==> src/rtl/board_mode_controller.sv <==
// Mode sequencer for the DE-board test design: debounced enter button, save/read FSM, LED/7-seg drive.
// Optional build macro AUTO_RETURN_EN adds an inactivity timeout that returns the FSM to IDLE.
module board_mode_controller #(
    parameter int ADDR_W          = 3,
    parameter int DEBOUNCE_CYCLES = 500000,
    parameter int TIMEOUT_CYCLES  = 500000000
) (
    input  logic       clk_50M,
    input  logic       rst,
    input  logic       enter_bar,
    input  logic [9:0] sw,
    output logic [9:0] disp_value,
    output logic [7:0] LEDG,
    output logic [1:0] mode,
    output logic       press
);
    localparam int DEPTH = 2 ** ADDR_W;
    localparam int DB_W  = $clog2(DEBOUNCE_CYCLES + 1);
    localparam logic [DB_W-1:0] DB_LAST = DB_W'(DEBOUNCE_CYCLES - 1);

    typedef enum logic [2:0] {
        S_IDLE      = 3'd0,
        S_SAVE_ADDR = 3'd1,
        S_SAVE_DATA = 3'd2,
        S_READ_ADDR = 3'd3,
        S_READ_SHOW = 3'd4
    } state_t;

    logic            sync1_q, sync2_q, stable_q, press_q, armed_q;
    logic [1:0]      prime_q;
    logic [DB_W-1:0] db_cnt_q;

    state_t            state_q;
    logic [ADDR_W-1:0] addr_q;
    logic [9:0]        mem_q [DEPTH];
    logic [DEPTH-1:0]  valid_q;
    logic              timeout_hit;

    // armed_q stays low until the synchronized button is seen released after reset,
    // so a button held through reset release cannot produce a press.
    always_ff @(posedge clk_50M or posedge rst) begin
        if (rst) begin
            sync1_q  <= 1'b0;
            sync2_q  <= 1'b0;
            stable_q <= 1'b0;
            db_cnt_q <= '0;
            press_q  <= 1'b0;
            prime_q  <= 2'b00;
            armed_q  <= 1'b0;
        end else begin
            sync1_q <= ~enter_bar;
            sync2_q <= sync1_q;
            prime_q <= {prime_q[0], 1'b1};
            if (prime_q[1] && !sync2_q)
                armed_q <= 1'b1;
            press_q <= 1'b0;
            if (sync2_q == stable_q) begin
                db_cnt_q <= '0;
            end else if (db_cnt_q == DB_LAST) begin
                stable_q <= sync2_q;
                db_cnt_q <= '0;
                press_q  <= sync2_q & armed_q;
            end else begin
                db_cnt_q <= db_cnt_q + 1'b1;
            end
        end
    end

    assign press = press_q;

`ifdef AUTO_RETURN_EN
    localparam int TO_W = $clog2(TIMEOUT_CYCLES + 1);
    localparam logic [TO_W-1:0] TO_LAST = TO_W'(TIMEOUT_CYCLES - 1);
    logic [TO_W-1:0] to_cnt_q;
    logic            to_flag_q;

    assign timeout_hit = (state_q != S_IDLE) && (to_cnt_q == TO_LAST);

    always_ff @(posedge clk_50M or posedge rst) begin
        if (rst) begin
            to_cnt_q  <= '0;
            to_flag_q <= 1'b0;
        end else begin
            to_flag_q <= timeout_hit && !press_q;
            if (state_q == S_IDLE || press_q || timeout_hit)
                to_cnt_q <= '0;
            else
                to_cnt_q <= to_cnt_q + 1'b1;
        end
    end
`else
    assign timeout_hit = 1'b0;
`endif

    always_ff @(posedge clk_50M or posedge rst) begin
        if (rst) begin
            state_q <= S_IDLE;
            addr_q  <= '0;
            valid_q <= '0;
            for (int i = 0; i < DEPTH; i++)
                mem_q[i] <= '0;
        end else begin
            case (state_q)
                S_IDLE:
                    if (press_q) state_q <= sw[9] ? S_READ_ADDR : S_SAVE_ADDR;
                S_SAVE_ADDR:
                    if (press_q) begin
                        addr_q  <= sw[ADDR_W-1:0];
                        state_q <= S_SAVE_DATA;
                    end
                S_SAVE_DATA:
                    if (press_q) begin
                        mem_q[addr_q]   <= sw;
                        valid_q[addr_q] <= 1'b1;
                        state_q         <= S_IDLE;
                    end
                S_READ_ADDR:
                    if (press_q) begin
                        addr_q  <= sw[ADDR_W-1:0];
                        state_q <= S_READ_SHOW;
                    end
                S_READ_SHOW:
                    if (press_q) state_q <= S_IDLE;
                default:
                    state_q <= S_IDLE;
            endcase
            // A timeout only ever abandons a state; the write above needs press_q.
            if (!press_q && timeout_hit)
                state_q <= S_IDLE;
        end
    end

    always_comb begin
        disp_value = sw;
        LEDG       = 8'b1010_1010;
        mode       = 2'd0;
        case (state_q)
            S_SAVE_ADDR: begin LEDG = 8'b0000_0001; mode = 2'd1; end
            S_SAVE_DATA: begin LEDG = 8'b0000_0010; mode = 2'd1; end
            S_READ_ADDR: begin LEDG = 8'b0000_0100; mode = 2'd2; end
            S_READ_SHOW: begin
                mode = 2'd2;
                if (valid_q[addr_q]) begin
                    disp_value = mem_q[addr_q];
                    LEDG       = 8'b0000_1000;
                end else begin
                    disp_value = 10'd0;
                    LEDG       = 8'b1000_1000;
                end
            end
            default: ;
        endcase
`ifdef AUTO_RETURN_EN
        if (to_flag_q)
            LEDG[6] = 1'b1;
`endif
    end
endmodule

==> config.mk <==
export PLATFORM = sky130hd
export DESIGN_NAME = board_mode_controller
export DESIGN_NICKNAME = d
export VERILOG_FILES = /design/src/rtl/board_mode_controller.sv
export SDC_FILE = /design/constraint.sdc
export NUM_CORES = 1
export LEC_CHECK = 0
export ABC_AREA = 1
export CAP_MARGIN = 20
export CELL_PAD_IN_SITES_DETAIL_PLACEMENT = 1
export CELL_PAD_IN_SITES_GLOBAL_PLACEMENT = 1
export CORE_ASPECT_RATIO = 1.5
export CORE_UTILIZATION = 48
export CTS_CLUSTER_DIAMETER = 30
export DETAILED_ROUTE_END_ITERATION = 10
export PLACE_DENSITY_LB_ADDON = 0.1
export SLEW_MARGIN = 10
export SYNTH_ARGS = -nofsm -noshare
export SYNTH_HDL_FRONTEND = slang
export SYNTH_SLANG_ARGS = --single-unit
==> constraint.sdc <==
create_clock -name clk_50M -period 7.3 [get_ports clk_50M]
set_clock_uncertainty 0.15 [all_clocks]
set_input_delay 1.095 -clock clk_50M [delete_from_list [all_inputs] [get_ports clk_50M]]
set_output_delay 1.095 -clock clk_50M [all_outputs]
set_load 0.05 [all_outputs]
## Word level (Yosys, flattened, before mapping)

Index checks and enable logic that the tools add are counted.

- Bits in registers: 120
- Bits of input ports: 13
- Output and inout bits: 21
- Word-level logic and storage cells: 76

- Add/sub/neg operators: 1
- $lt $le $gt $ge: 4
- Equality and inequality tests: 10
- Multiplexer cells: 25
- Bitwise operators: 5
- Reductions and logical operators: 13

Operator list:

| operator | count |
|---|---|
| 80-bit bitwise mux | 1 |
| 10-bit two-way mux | 5 |
| 19-bit two-way mux | 2 |
| 8-bit one-hot mux with 4 select lines | 1 |
| 10-bit binary-select mux with 3-bit select | 1 |
| 10-bit demux with 3-bit select | 1 |
| 19-bit by 1-bit adder with 19-bit output (second input constant) | 1 |
| 19-bit equality test (second input constant) | 1 |
| 3-bit two-way mux | 4 |
| 3-bit one-hot mux with 4 select lines | 1 |
| 8-bit two-way mux | 1 |
| 8-bit bitwise OR | 1 |
| 2-bit OR reduction | 4 |
| 3-bit by 2-bit equality test with 1-bit output (second input constant) | 2 |
| 2-bit != test (second input constant) | 3 |
| 2-bit AND reduction | 3 |
| 4-bit greater-or-equal comparator (second input constant) | 1 |
| 3-bit by 4-bit < comparator with 1-bit output (second input constant) | 1 |
| 4-bit by 1-bit < comparator with 1-bit output (second input constant) | 1 |
| 1-bit two-way mux | 4 |
| 3-bit inverter with 4-bit output | 1 |
| 2-bit one-hot mux with 2 select lines | 1 |
| 4-bit AND reduction | 1 |
| 1-bit binary-select mux with 3-bit select | 1 |
| other kinds (12) | 15 |

## Depth between registers and ports, before layout

Gate-level depths: netlist of run 1.

- Word-level depth: 6
- Gate-level depth with buffers: 10
- Mapped depth without buffers: 9

## Worst setup path before layout of run 1

Ideal clock, no wire load.

- Path type: reg-to-output
- Start point: register state_q[2]
- End point: output LEDG[7]
- Arrival time: 2.879 ns
- Setup slack: 3.176 ns
- Cell stages (with the launch flop): 6
- Path buffers: 0
- Cells stage by stage: dfrtp_1 > inv_1 > nand2_1 > o21ai_0 > nor2_1 > o21a_1

- Cells in the longest elaborated chain, start to end: 2
- Elaborated cells between the ends (all ways): 5
- Classes of those cells: eq/ne: 4; mux: 1

Ends and longest elaborated chain:

| what | RTL line | source |
|---|---|---|
| start, declared | 33 | `state_t state_q;` |
| start signal, assigned | 105 | `if (press_q) state_q <= sw[9] ? S_READ_ADDR : S_SAVE_ADDR;` |
| 3-bit equality test, or another cell as far along | 137 | `case (state_q)` |
| 8-bit one-hot mux with 4 select lines (*) | 137 |  |
| end, declared | 13 | `output logic [7:0] LEDG,` |

Mark *: on every way between the ends. The rest lies on a longest branch, timed or not.

## Worst setup path after layout of run 1

- Start point: register addr_q[1]
- End point: output disp_value[5]

- Cells in the longest elaborated chain, start to end: 6
- Elaborated cells between the ends (all ways): 8
- Classes of those cells: mux: 7; bitwise: 1

Ends and longest elaborated chain:

| what | RTL line | source |
|---|---|---|
| start, declared | 34 | `logic [ADDR_W-1:0] addr_q;` |
| start signal, assigned | 108 | `addr_q <= sw[ADDR_W-1:0];` |
| start signal, assigned | 119 | `addr_q <= sw[ADDR_W-1:0];` |
| 3-bit inverter with 4-bit output (not written as such) | 144 | `disp_value = mem_q[addr_q];` |
| 10-bit binary-select mux with 3-bit select | 144 |  |
| 10-bit two-way mux (not written as such) (2 in a row) | 144 |  |
| 10-bit two-way mux (*) | 143 | `if (valid_q[addr_q]) begin` |
| 10-bit two-way mux (*) | 137 |  |
| end, declared | 12 | `output logic [9:0] disp_value,` |

Mark *: on every way between the ends. The rest lies on a longest branch, timed or not. The select of a mux whose other input is x is not followed.

==> flow_metrics.env, run 1 <==
export IMPL_drc=0
export IMPL_drtAntennaViolNets=0
export IMPL_die_w_um=92.43
export IMPL_grt_pass1_vias=5764
export IMPL_hold_viol=0
export IMPL_synth_edf_count=0
export IMPL_avgViaCountPerCell=5.435
export IMPL_synth_top_family_by_area="simple AND/OR/NAND/NOR gates"
export IMPL_relSlewSlack=0.2421
export IMPL_synth_compound_area_frac=0.1324
export IMPL_cts_buffers=17
export IMPL_worst_pin_slew_ns=1.133
export IMPL_powerDensity_nw_per_um2=227.0
export IMPL_clkTransAtPathRegs_ns=0.06
export IMPL_synth_flop_cell="dfrtp_1"
export IMPL_async_flop_share=1.000
export IMPL_post_cts_repair_setup_buffers=0
export IMPL_rsz0062_at_grt="false"
export IMPL_synth_xor_xnor_area_share=0.01041
export IMPL_r2r_slack_ns=4.34
export IMPL_dieArea_um2=12720
export IMPL_htreeDepth=4
export IMPL_setup_viol=0
export IMPL_synth_most_common_cell="nand2_1"
export IMPL_final_max_slew_violation_count=0
export IMPL_crit_path_max_fanout=13
export IMPL_whs_endpoint="prime_q[1]"
export IMPL_hpwl_mm=11.98
export IMPL_outcome="finished clean"
export IMPL_hold_path_class="reg -> reg"
export IMPL_num_antenna_cells=0
export IMPL_finalWirelength_mm=17.41
export IMPL_drtPass1Iterations=5
export IMPL_dr_wl_met3_um=472
export IMPL_clockRootBuffer="clkbuf_16"
export IMPL_r2r_end="mem_q[67]"
export IMPL_grt_pass1_wl_mm=28.59
export IMPL_grt_max_degree=63
export IMPL_core_rowCount=49
export IMPL_top_layer="met4"
export IMPL_setup_worst_path_start_class="flip-flop"
export IMPL_fin_crit_ns=4.549
export IMPL_syn_inst=774
export IMPL_fin_util=0.5703
export IMPL_wl_per_cell_um=18.16
export IMPL_coreArea_um2=11960
export IMPL_synth_fa_ha_area_frac=0.002125
export IMPL_ys_warn_count=0
export IMPL_period_share=0.6232
export IMPL_clkSinkCount=120
export IMPL_wl_met2_mm=9.534
export IMPL_yosys_top_cells_count="nand2_1 (244), dfrtp_1 (120), inv_1 (102)"
export IMPL_cap_violations=0
export IMPL_antenna_found_initial=0
export IMPL_layout_nets=807
export IMPL_ir_drop_v=0.0001524
export IMPL_drtIter0Drc=286
export IMPL_ctsResizeCount=0
export IMPL_synth_top_area_share=0.5100
export IMPL_ys_seq_elements=120
export IMPL_crit_top_cell="nand2_1"
export IMPL_min_from="prime_q[0]"
export IMPL_synthToLayoutAreaGrowth_pct=15.79
export IMPL_io_buffers=31
export IMPL_crit_type="reg -> out"
export IMPL_met1Wirelength_mm=6.523
export IMPL_tritoncts="built"
export IMPL_die_y_um=137.7
export IMPL_cts_buffer_depth=2
export IMPL_fillers=1502
export IMPL_synth_top_area_cell="dfrtp_1"
export IMPL_initial_core_util=0.4925
export IMPL_gp_congestion=0.8806
export IMPL_r2r_start="addr_q[2]"
export IMPL_path_cells="inv_1, nor2_1, nand3_1, nand2_1, nor2_1, nor2_4, nand2_1, nand2_1, clkdlybuf4s50_1"
export IMPL_synthMuxAreaShare=0
export IMPL_synth_cell_types=30
export IMPL_io_pins=34
export IMPL_required_ns=6.05
export IMPL_clkLatencyLatePin_ns=0.41
export IMPL_ys_top_cells_by_area="dfrtp_1 (51%), nand2_1 (16%), o21ai_0 (7.9%), inv_1 (6.5%), nor2_1 (5.2%)"
export IMPL_yosysSeqAreaShare=0.5100
export IMPL_cts_hold_buf=0
export IMPL_r2r_cells=3
export IMPL_arrival_ns=3.30
export IMPL_endpoint_kind="primary output"
export IMPL_yosys_area_share_simple=0.2482
export IMPL_cpPeakStageDelay_ns=0.80
export IMPL_grt_overflow=0
export IMPL_whs_path_depth=0
export IMPL_grt_use_total=0.2974
export IMPL_syn_area_per_cell_um2=7.607
export IMPL_leakagePower_nw=3.550
export IMPL_vias=5212
export IMPL_drive_gt1_frac=0.05087
export IMPL_setup_tns_ns=0
export IMPL_netlist_area_um2=5888
export IMPL_fmax_mhz=219.8
export IMPL_cpMaxStageDelayCell="clkdlybuf4s50_1"
## state kept, by name, indices dropped and copies added, names as in the netlist
| register | flops |
|---|---|
| armed_q | 1 |
| valid_q | 8 |
| mem_q | 80 |
| sync2_q | 1 |
| state_q | 3 |
| prime_q | 2 |
| sync1_q | 1 |
| stable_q | 1 |
| addr_q | 3 |
| db_cnt_q | 19 |
| press | 1 |
## power by group
group / internal [W] / switching, W
sequential: 0.000668 / 0.00000116
combinational: 0.0000142 / 0.0000434
clock: 0.000504 / 0.000317
## critical path, delay by kind of cell (launching register included)
kind	cells	cell delay (ns)
and+or+nand+nor	7	1.64
buffers and inverters	2	0.87
DFF	1	0.40
## how the worst max path moves through the flow
stage	start	end	slack, ns	depth (start not counted)
4_1_cts	addr_q[2]	disp_value[7]	2.74	8
6_report	addr_q[1]	disp_value[5]	2.75	9
5_1_grt	addr_q[2]	disp_value[5]	2.53	8
3_5_place_dp	addr_q[1]	disp_value[7]	3.21	9
2_1_floorplan	rst	addr_q[0]	2.87	1
3_3_place_gp	addr_q[0]	disp_value[9]	3.29	9
## kinds of logic (layout without fill, tap and decap cells)
group | Yosys count | count (layout)
XOR/XNOR | 7 | 7
flip-flops | 120 | 120
other | 2 | 3
adder cells (fa/ha/maj) | 1 | 1
AND/OR/NAND/NOR | 367 | 367
AO/OA/AOI/OAI | 139 | 139
buffers and inverters | 138 | 169
## area by class of cell
class / instances / area, um^2 / share of cell area
Inverter: 104 / 392.9 / 0.05763
Tap cell: 153 / 191.4 / 0.02808
Multi-Input combinational cell: 517 / 2326 / 0.3412
Clock buffer: 18 / 429.2 / 0.06295
Timing Repair Buffer: 33 / 325.3 / 0.04772
Clock inverter: 14 / 148.9 / 0.02184
Sequential cell: 120 / 3004 / 0.4406
## per-layer routing
layer | GRT usage | vias up
met3 | 0.05298 | 54
met2 | 0.5527 | 118
met1 | 0.3057 | 2579
li1 | - | 2461
met4 | 0.1849 | 0
met5 | 0 | -
## metrics by stage
step,power [W],cells,hold slack (ns),worst slack [ns],area (um^2)
floorplan,0.0007148,775,0.1812,2.869,5892
global placement,0.0007380,927,0.1817,3.291,6240
detailed placement,0.0007397,927,0.1858,3.208,6240
CTS,0.001558,959,0.1990,2.737,6818
global route,0.001592,959,0.2085,2.528,6818
finish,0.001548,959,0.1956,2.751,6818
## layout by cell type (no fill, tap or decap), drive strengths merged, types with 3 or more instances in the layout
cell type      netlist  layout
nand2              244     244
dfrtp              120     120
inv                103     106
o21ai              101     101
nor2                84      84
nand3               33      33
clkdlybuf4s50        0      31
o211ai              30      30
clkbuf              11      18
clkinv               1       9
xor2                 5       5
a21oi                4       4
conb                 2       3
(Power assumes the default switching activity.)
==> inputs of run 2 (changes only) <==
CORE_UTILIZATION = 44   (was 48)
clock period = 4.5 ns   (was 7.3 ns; I/O delays follow)
==> run 2 against run 1 <==
Hold slack improved by 0.0021 ns. Setup slack got worse by 2.1 ns. Non-clock buffer count up 6. Sequential cell count unchanged. Wire length down 4.2%. First-iteration DRC count is 20% lower. Die area is 8.9% higher. Clock power is 73% higher. Cell count grew 1.3%. Combinational power up 58%. Critical path type unchanged. Largest cell class unchanged. Largest power group unchanged.
==> flow_metrics.env, run 2 (synthesis results as in run 1) <==
export IMPL_synthToLayoutAreaGrowth_pct=17.25
export IMPL_cts_buffer_depth=2
export IMPL_hold_viol=0
export IMPL_io_pins=34
export IMPL_cap_violations=0
export IMPL_finalWirelength_mm=16.69
export IMPL_crit_type="reg -> out"
export IMPL_switching_share=0.2175
export IMPL_drtIter0Drc=230
export IMPL_initial_core_util=0.4523
export IMPL_r2r_start="addr_q[0]"
export IMPL_setup_viol=0
export IMPL_p_sw_w=0.0005642
export IMPL_htreeDepth=4
export IMPL_drtPass1Iterations=4
export IMPL_r2r_cells=3
export IMPL_worst_pin_slew_ns=1.075
export IMPL_die_w_um=96.46
export IMPL_setup_tns_ns=0
export IMPL_drtAntennaViolNets=0
export IMPL_coreArea_um2=13020
export IMPL_outcome="finished clean"
export IMPL_top_register="mem_q"
export IMPL_grt_overflow=0
export IMPL_die_y_um=143.7
export IMPL_final_max_slew_violation_count=0
export IMPL_layout_commonest_cell="nand2_1"
export IMPL_grt_use_total=0.2661
export IMPL_dieArea_um2=13860
export IMPL_hold_path_class="reg -> reg"
export IMPL_grt_pass1_wl_mm=27.39
export IMPL_grt_max_degree=65
export IMPL_arrival_ns=3.04
export IMPL_io_buffers=31
export IMPL_clkLatencyLatePin_ns=0.42
export IMPL_largest_reg_flops=80
export IMPL_min_from="prime_q[0]"
export IMPL_num_antenna_cells=0
export IMPL_p_int_w=0.002029
export IMPL_ir_drop_v=0.0002090
export IMPL_required_ns=3.67
export IMPL_r2r_slack_ns=1.56
export IMPL_layout_common_cells="nand2_1 (244), dfrtp_1 (119), inv_1 (101)"
export IMPL_drive_gt1_frac=0.05665
export IMPL_tritoncts="built"
export IMPL_relSlewSlack=0.2815
export IMPL_grt_pass1_vias=5502
export IMPL_vias=5146
export IMPL_p_clk_frac=0.546
export IMPL_setup_worst_path_start_class="flip-flop"
export IMPL_clockRootBuffer="clkbuf_16"
export IMPL_powerDensity_nw_per_um2=375.6
export IMPL_core_rowCount=51
export IMPL_crit_path_max_fanout=64
export IMPL_clkSinkCount=120
export IMPL_ctsResizeCount=0
export IMPL_cts_hold_buf=0
export IMPL_rsz0062_at_grt="false"
export IMPL_endpoint_kind="primary output"
export IMPL_wl_per_cell_um=17.19
export IMPL_avgViaCountPerCell=5.300
export IMPL_p_comb_frac=0.035
export IMPL_place_inst=939
export IMPL_whs_path_depth=0
export IMPL_drc=0
export IMPL_cts_buffers=17
export IMPL_antenna_found_initial=0
export IMPL_final_cells=971
export IMPL_whs_endpoint="prime_q[1]"
export IMPL_clkTransAtPathRegs_ns=0.06
export IMPL_hpwl_mm=11.08
export IMPL_fmax_mhz=258.7
export IMPL_leakagePower_nw=3.584
export IMPL_post_cts_repair_setup_buffers=0
export IMPL_r2r_end="mem_q[26]"
export IMPL_layout_nets=813
export IMPL_reg_top3="mem_q (80), db_cnt_q (19), valid_q (8)"
export IMPL_seqPwrFrac=0.419
export IMPL_gp_congestion=0.8810
export IMPL_fin_crit_ns=3.865
export IMPL_period_share=0.8590
==> run 2: cell count changes in the layout (fill, tap and decap cells not counted) <==
| cell | before | now |
|---|---|---|
| bufinv_16 | 2 | 4 |
| clkbuf_1 | 1 | 2 |
| inv_6 | 3 | 0 |
| buf_4 | 2 | 8 |
| clkinv_4 | 4 | 1 |
| clkinvlp_4 | 1 | 4 |
==> run 2: stage by stage <==
| step | power [W] | utilization | hold slack, ns | setup WS, ns | area [um^2] |
|---|---|---|---|---|---|
| CTS | 0.002616 | 0.5304 | 0.2004 | 0.6047 | 6904 |
| finish | 0.002593 | 0.5304 | 0.1977 | 0.6347 | 6904 |
| global route | 0.002670 | 0.5304 | 0.2151 | 0.4197 | 6904 |
| global placement | 0.001196 | 0.4834 | 0.1840 | 1.159 | 6292 |
| floorplan | 0.001160 | - | 0.1812 | 0.4892 | 5892 |
| detailed placement | 0.001198 | 0.4834 | 0.1870 | 1.095 | 6292 |
==> run 2: layout make-up <==
cell class                 instances  area, um^2
clock inverter                    13       178.9
tap                              159       198.9
clock buffer                      19       432.9
multi-input combinational        517        2326
timing repair buffer              39       370.4
fill                            1621        6113
sequential                       120        3004
inverter                         104       392.9
==> run 2: power groups by stage <==
| stage | logic, W | clock network, W | registers (W) |
|---|---|---|---|
| 3_5_place_dp | 0.0000929 | 0 | 0.00110 |
| 3_3_place_gp | 0.0000917 | 0 | 0.00110 |
| 2_1_floorplan | 0.0000551 | 0 | 0.00110 |
| 4_1_cts | 0.0000936 | 0.00144 | 0.00109 |
| 6_report | 0.0000909 | 0.00142 | 0.00109 |
| 5_1_grt | 0.000101 | 0.00148 | 0.00109 |
==> run 2: metal layers <==
layer / vias to the layer above / global-route usage / share of wire
li1: 2464 / - / -
met1: 2559 / 0.3036 / 0.40
met2: 89 / 0.4785 / 0.54
met3: 34 / 0.03757 / 0.024
met4: 0 / 0.1246 / 0.030
met5: - / 0 / 0
==> run 2: worst max-delay path by stage <==
stage                         start       endpoint  slack (ns)  cells after the start
final                     addr_q[0]  disp_value[1]        0.63                     10
after global routing      addr_q[0]  disp_value[1]        0.42                     10
after global placement    addr_q[0]  disp_value[9]        1.16                     10
after detailed placement  addr_q[0]  disp_value[9]        1.09                     10
after CTS                 addr_q[0]  disp_value[5]        0.60                     10
after floorplan                 rst      addr_q[0]        0.49                      1
==> run 2: critical path, cell delays in order (launching register included) <==
cell             delay [ns]
dfrtp_2                0.54
buf_4                  0.61
nor2_1                 0.11
nor2_1                 0.12
o21ai_0                0.10
nand2_1                0.09
inv_1                  0.04
nand2_1                0.06
nand2_1                0.06
nand2_1                0.08
clkdlybuf4s50_1        0.79
==> inputs of run 3 (changes only) <==
CORE_MARGIN = 2   (was not set)
RECOVER_POWER = 50   (was not set)
REMOVE_ABC_BUFFERS = 1   (was not set)
==> run 3 against run 2 <==
Maximum frequency grew 4.5%. Register-to-register slack improved by 0.46 ns. Die area rose by 3.5%. Non-clock buffer count decreased by 1. Via count fell by 0.62%. Critical endpoint is now disp_value[3]. Sequential share of layout area up 0.17 points. Utilization down 0.20 points. Critical path depth unchanged. Critical path type unchanged. Design area is 0.38% lower.
==> flow_metrics.env, run 3 (synthesis results as in run 1) <==
export IMPL_largest_reg_flops=80
export IMPL_antenna_found_initial=0
export IMPL_crit_type="reg -> out"
export IMPL_endpoint_kind="primary output"
export IMPL_grt_max_degree=76
export IMPL_die_w_um=98.46
export IMPL_cts_buffers=17
export IMPL_rsz0062_at_grt="false"
export IMPL_core_rowCount=51
export IMPL_leakagePower_nw=3.579
export IMPL_outcome="finished clean"
export IMPL_cts_hold_buf=0
export IMPL_cpMaxStageDelayCell="clkdlybuf4s50_1"
export IMPL_io_pins=34
export IMPL_hold_viol=0
export IMPL_hold_path_class="reg -> reg"
export IMPL_dieArea_um2=14340
export IMPL_num_antenna_cells=0
export IMPL_cap_violations=0
export IMPL_initial_core_util=0.4523
export IMPL_path_cells="inv_1, nor2_1, buf_4, nand3_1, nand2_1, nor2_1, nor2_4, nand2_1, nand2_1, clkdlybuf4s50_1"
export IMPL_top_register="mem_q"
export IMPL_finalWirelength_mm=16.69
export IMPL_crit_top_cell="nand2_1"
export IMPL_drc=0
export IMPL_crit_path_max_fanout=13
export IMPL_layout_nets=812
export IMPL_setup_tns_ns=0
export IMPL_ctsResizeCount=0
export IMPL_clkSinkCount=120
export IMPL_wl_per_cell_um=17.24
export IMPL_grt_overflow=0
export IMPL_vias=5114
export IMPL_grt_pass1_vias=5710
export IMPL_htreeDepth=4
export IMPL_die_y_um=145.7
export IMPL_final_max_slew_violation_count=0
export IMPL_setup_worst_path_start_class="flip-flop"
export IMPL_cts_buffer_depth=2
export IMPL_drtAntennaViolNets=0
export IMPL_setup_viol=0
export IMPL_layout_common_cells="nand2_1 (244), dfrtp_1 (119), inv_1 (101)"
export IMPL_reg_top3="mem_q (80), db_cnt_q (19), valid_q (8)"
export IMPL_hpwl_mm=11.01
export IMPL_post_cts_repair_setup_buffers=0
export IMPL_fmax_mhz=270.2
export IMPL_synthToLayoutAreaGrowth_pct=16.81
export IMPL_arrival_ns=2.88
export IMPL_clkLatencyLatePin_ns=0.42
export IMPL_drive_gt1_frac=0.05192
export IMPL_io_buffers=31
export IMPL_required_ns=3.67
export IMPL_coreArea_um2=13020
export IMPL_tritoncts="built"
export IMPL_fin_crit_ns=3.701
export IMPL_avgViaCountPerCell=5.283
export IMPL_grt_use_total=0.2475
export IMPL_grt_pass1_wl_mm=28.10
export IMPL_powerDensity_nw_per_um2=370.2
export IMPL_drtIter0Drc=192
export IMPL_clockRootBuffer="clkbuf_16"
export IMPL_clkTransAtPathRegs_ns=0.05
export IMPL_drtPass1Iterations=4
export IMPL_cpPeakStageDelay_ns=0.80
export IMPL_ir_drop_v=0.0002174
export IMPL_gp_congestion=0.8490
export IMPL_power_w=0.002546
export IMPL_layout_commonest_cell="nand2_1"
export IMPL_worst_pin_slew_ns=1.041
export IMPL_relSlewSlack=0.3043
export IMPL_period_share=0.8223
-- run 3: worst max-delay path, delay by kind of cell (launching register included) --
family / cells / cell delay, ns
simple gates: 7 / 0.89
buf+inv: 3 / 1.14
flops: 1 / 0.41
-- run 3: final timing paths --
kind,start,end,slack (ns),cells after the start
worst max-delay path,addr_q[2],disp_value[3],0.80,10
worst min-delay path,prime_q[0],prime_q[1],0.20,0
worst max register to register,state_q[0],mem_q[26],2.02,5
worst min register to register,prime_q[0],prime_q[1],0.20,0
max in group asynchronous,rst,mem_q[15],2.63,3
min in group asynchronous,rst,sync2_q,0.79,2
-- run 3: stage by stage --
| stage | worst slack, ns | utilization | cell area (um^2) | hold WS [ns] | std cells |
|---|---|---|---|---|---|
| 4_1_cts | 0.7750 | 0.5287 | 6883 | 0.1984 | 968 |
| 3_3_place_gp | 1.325 | 0.4838 | 6297 | 0.1827 | 938 |
| 2_1_floorplan | 0.4892 | - | 5719 | 0.1812 | 741 |
| 6_report | 0.7994 | 0.5284 | 6878 | 0.1960 | 968 |
| 3_5_place_dp | 1.227 | 0.4838 | 6297 | 0.1862 | 938 |
| 5_1_grt | 0.6302 | 0.5284 | 6878 | 0.2107 | 968 |
-- run 3: cell type report --
cell class / instances / area, um^2
clock buffer: 21 / 460.4
clock inverter: 9 / 125.1
fill: 1635 / 6140
inverter: 104 / 392.9
multi-input combinational: 517 / 2321
sequential: 120 / 3004
tap: 159 / 198.9
timing repair buffer: 38 / 375.4
-- run 3: metal layers --
metal | up-vias | global-route usage | part of all wire
met5 | - | 0 | 0
li1 | 2467 | - | -
met1 | 2523 | 0.2623 | 0.38
met4 | 0 | 0.1068 | 0.035
met3 | 43 | 0.04131 | 0.026
met2 | 81 | 0.4714 | 0.56
-- run 3: report_power, final --
group	switching, W	internal, W	total, W
registers	0.00000206	0.00108	0.00109
clock network	0.000482	0.000888	0.00137
logic	0.0000666	0.0000236	0.0000902
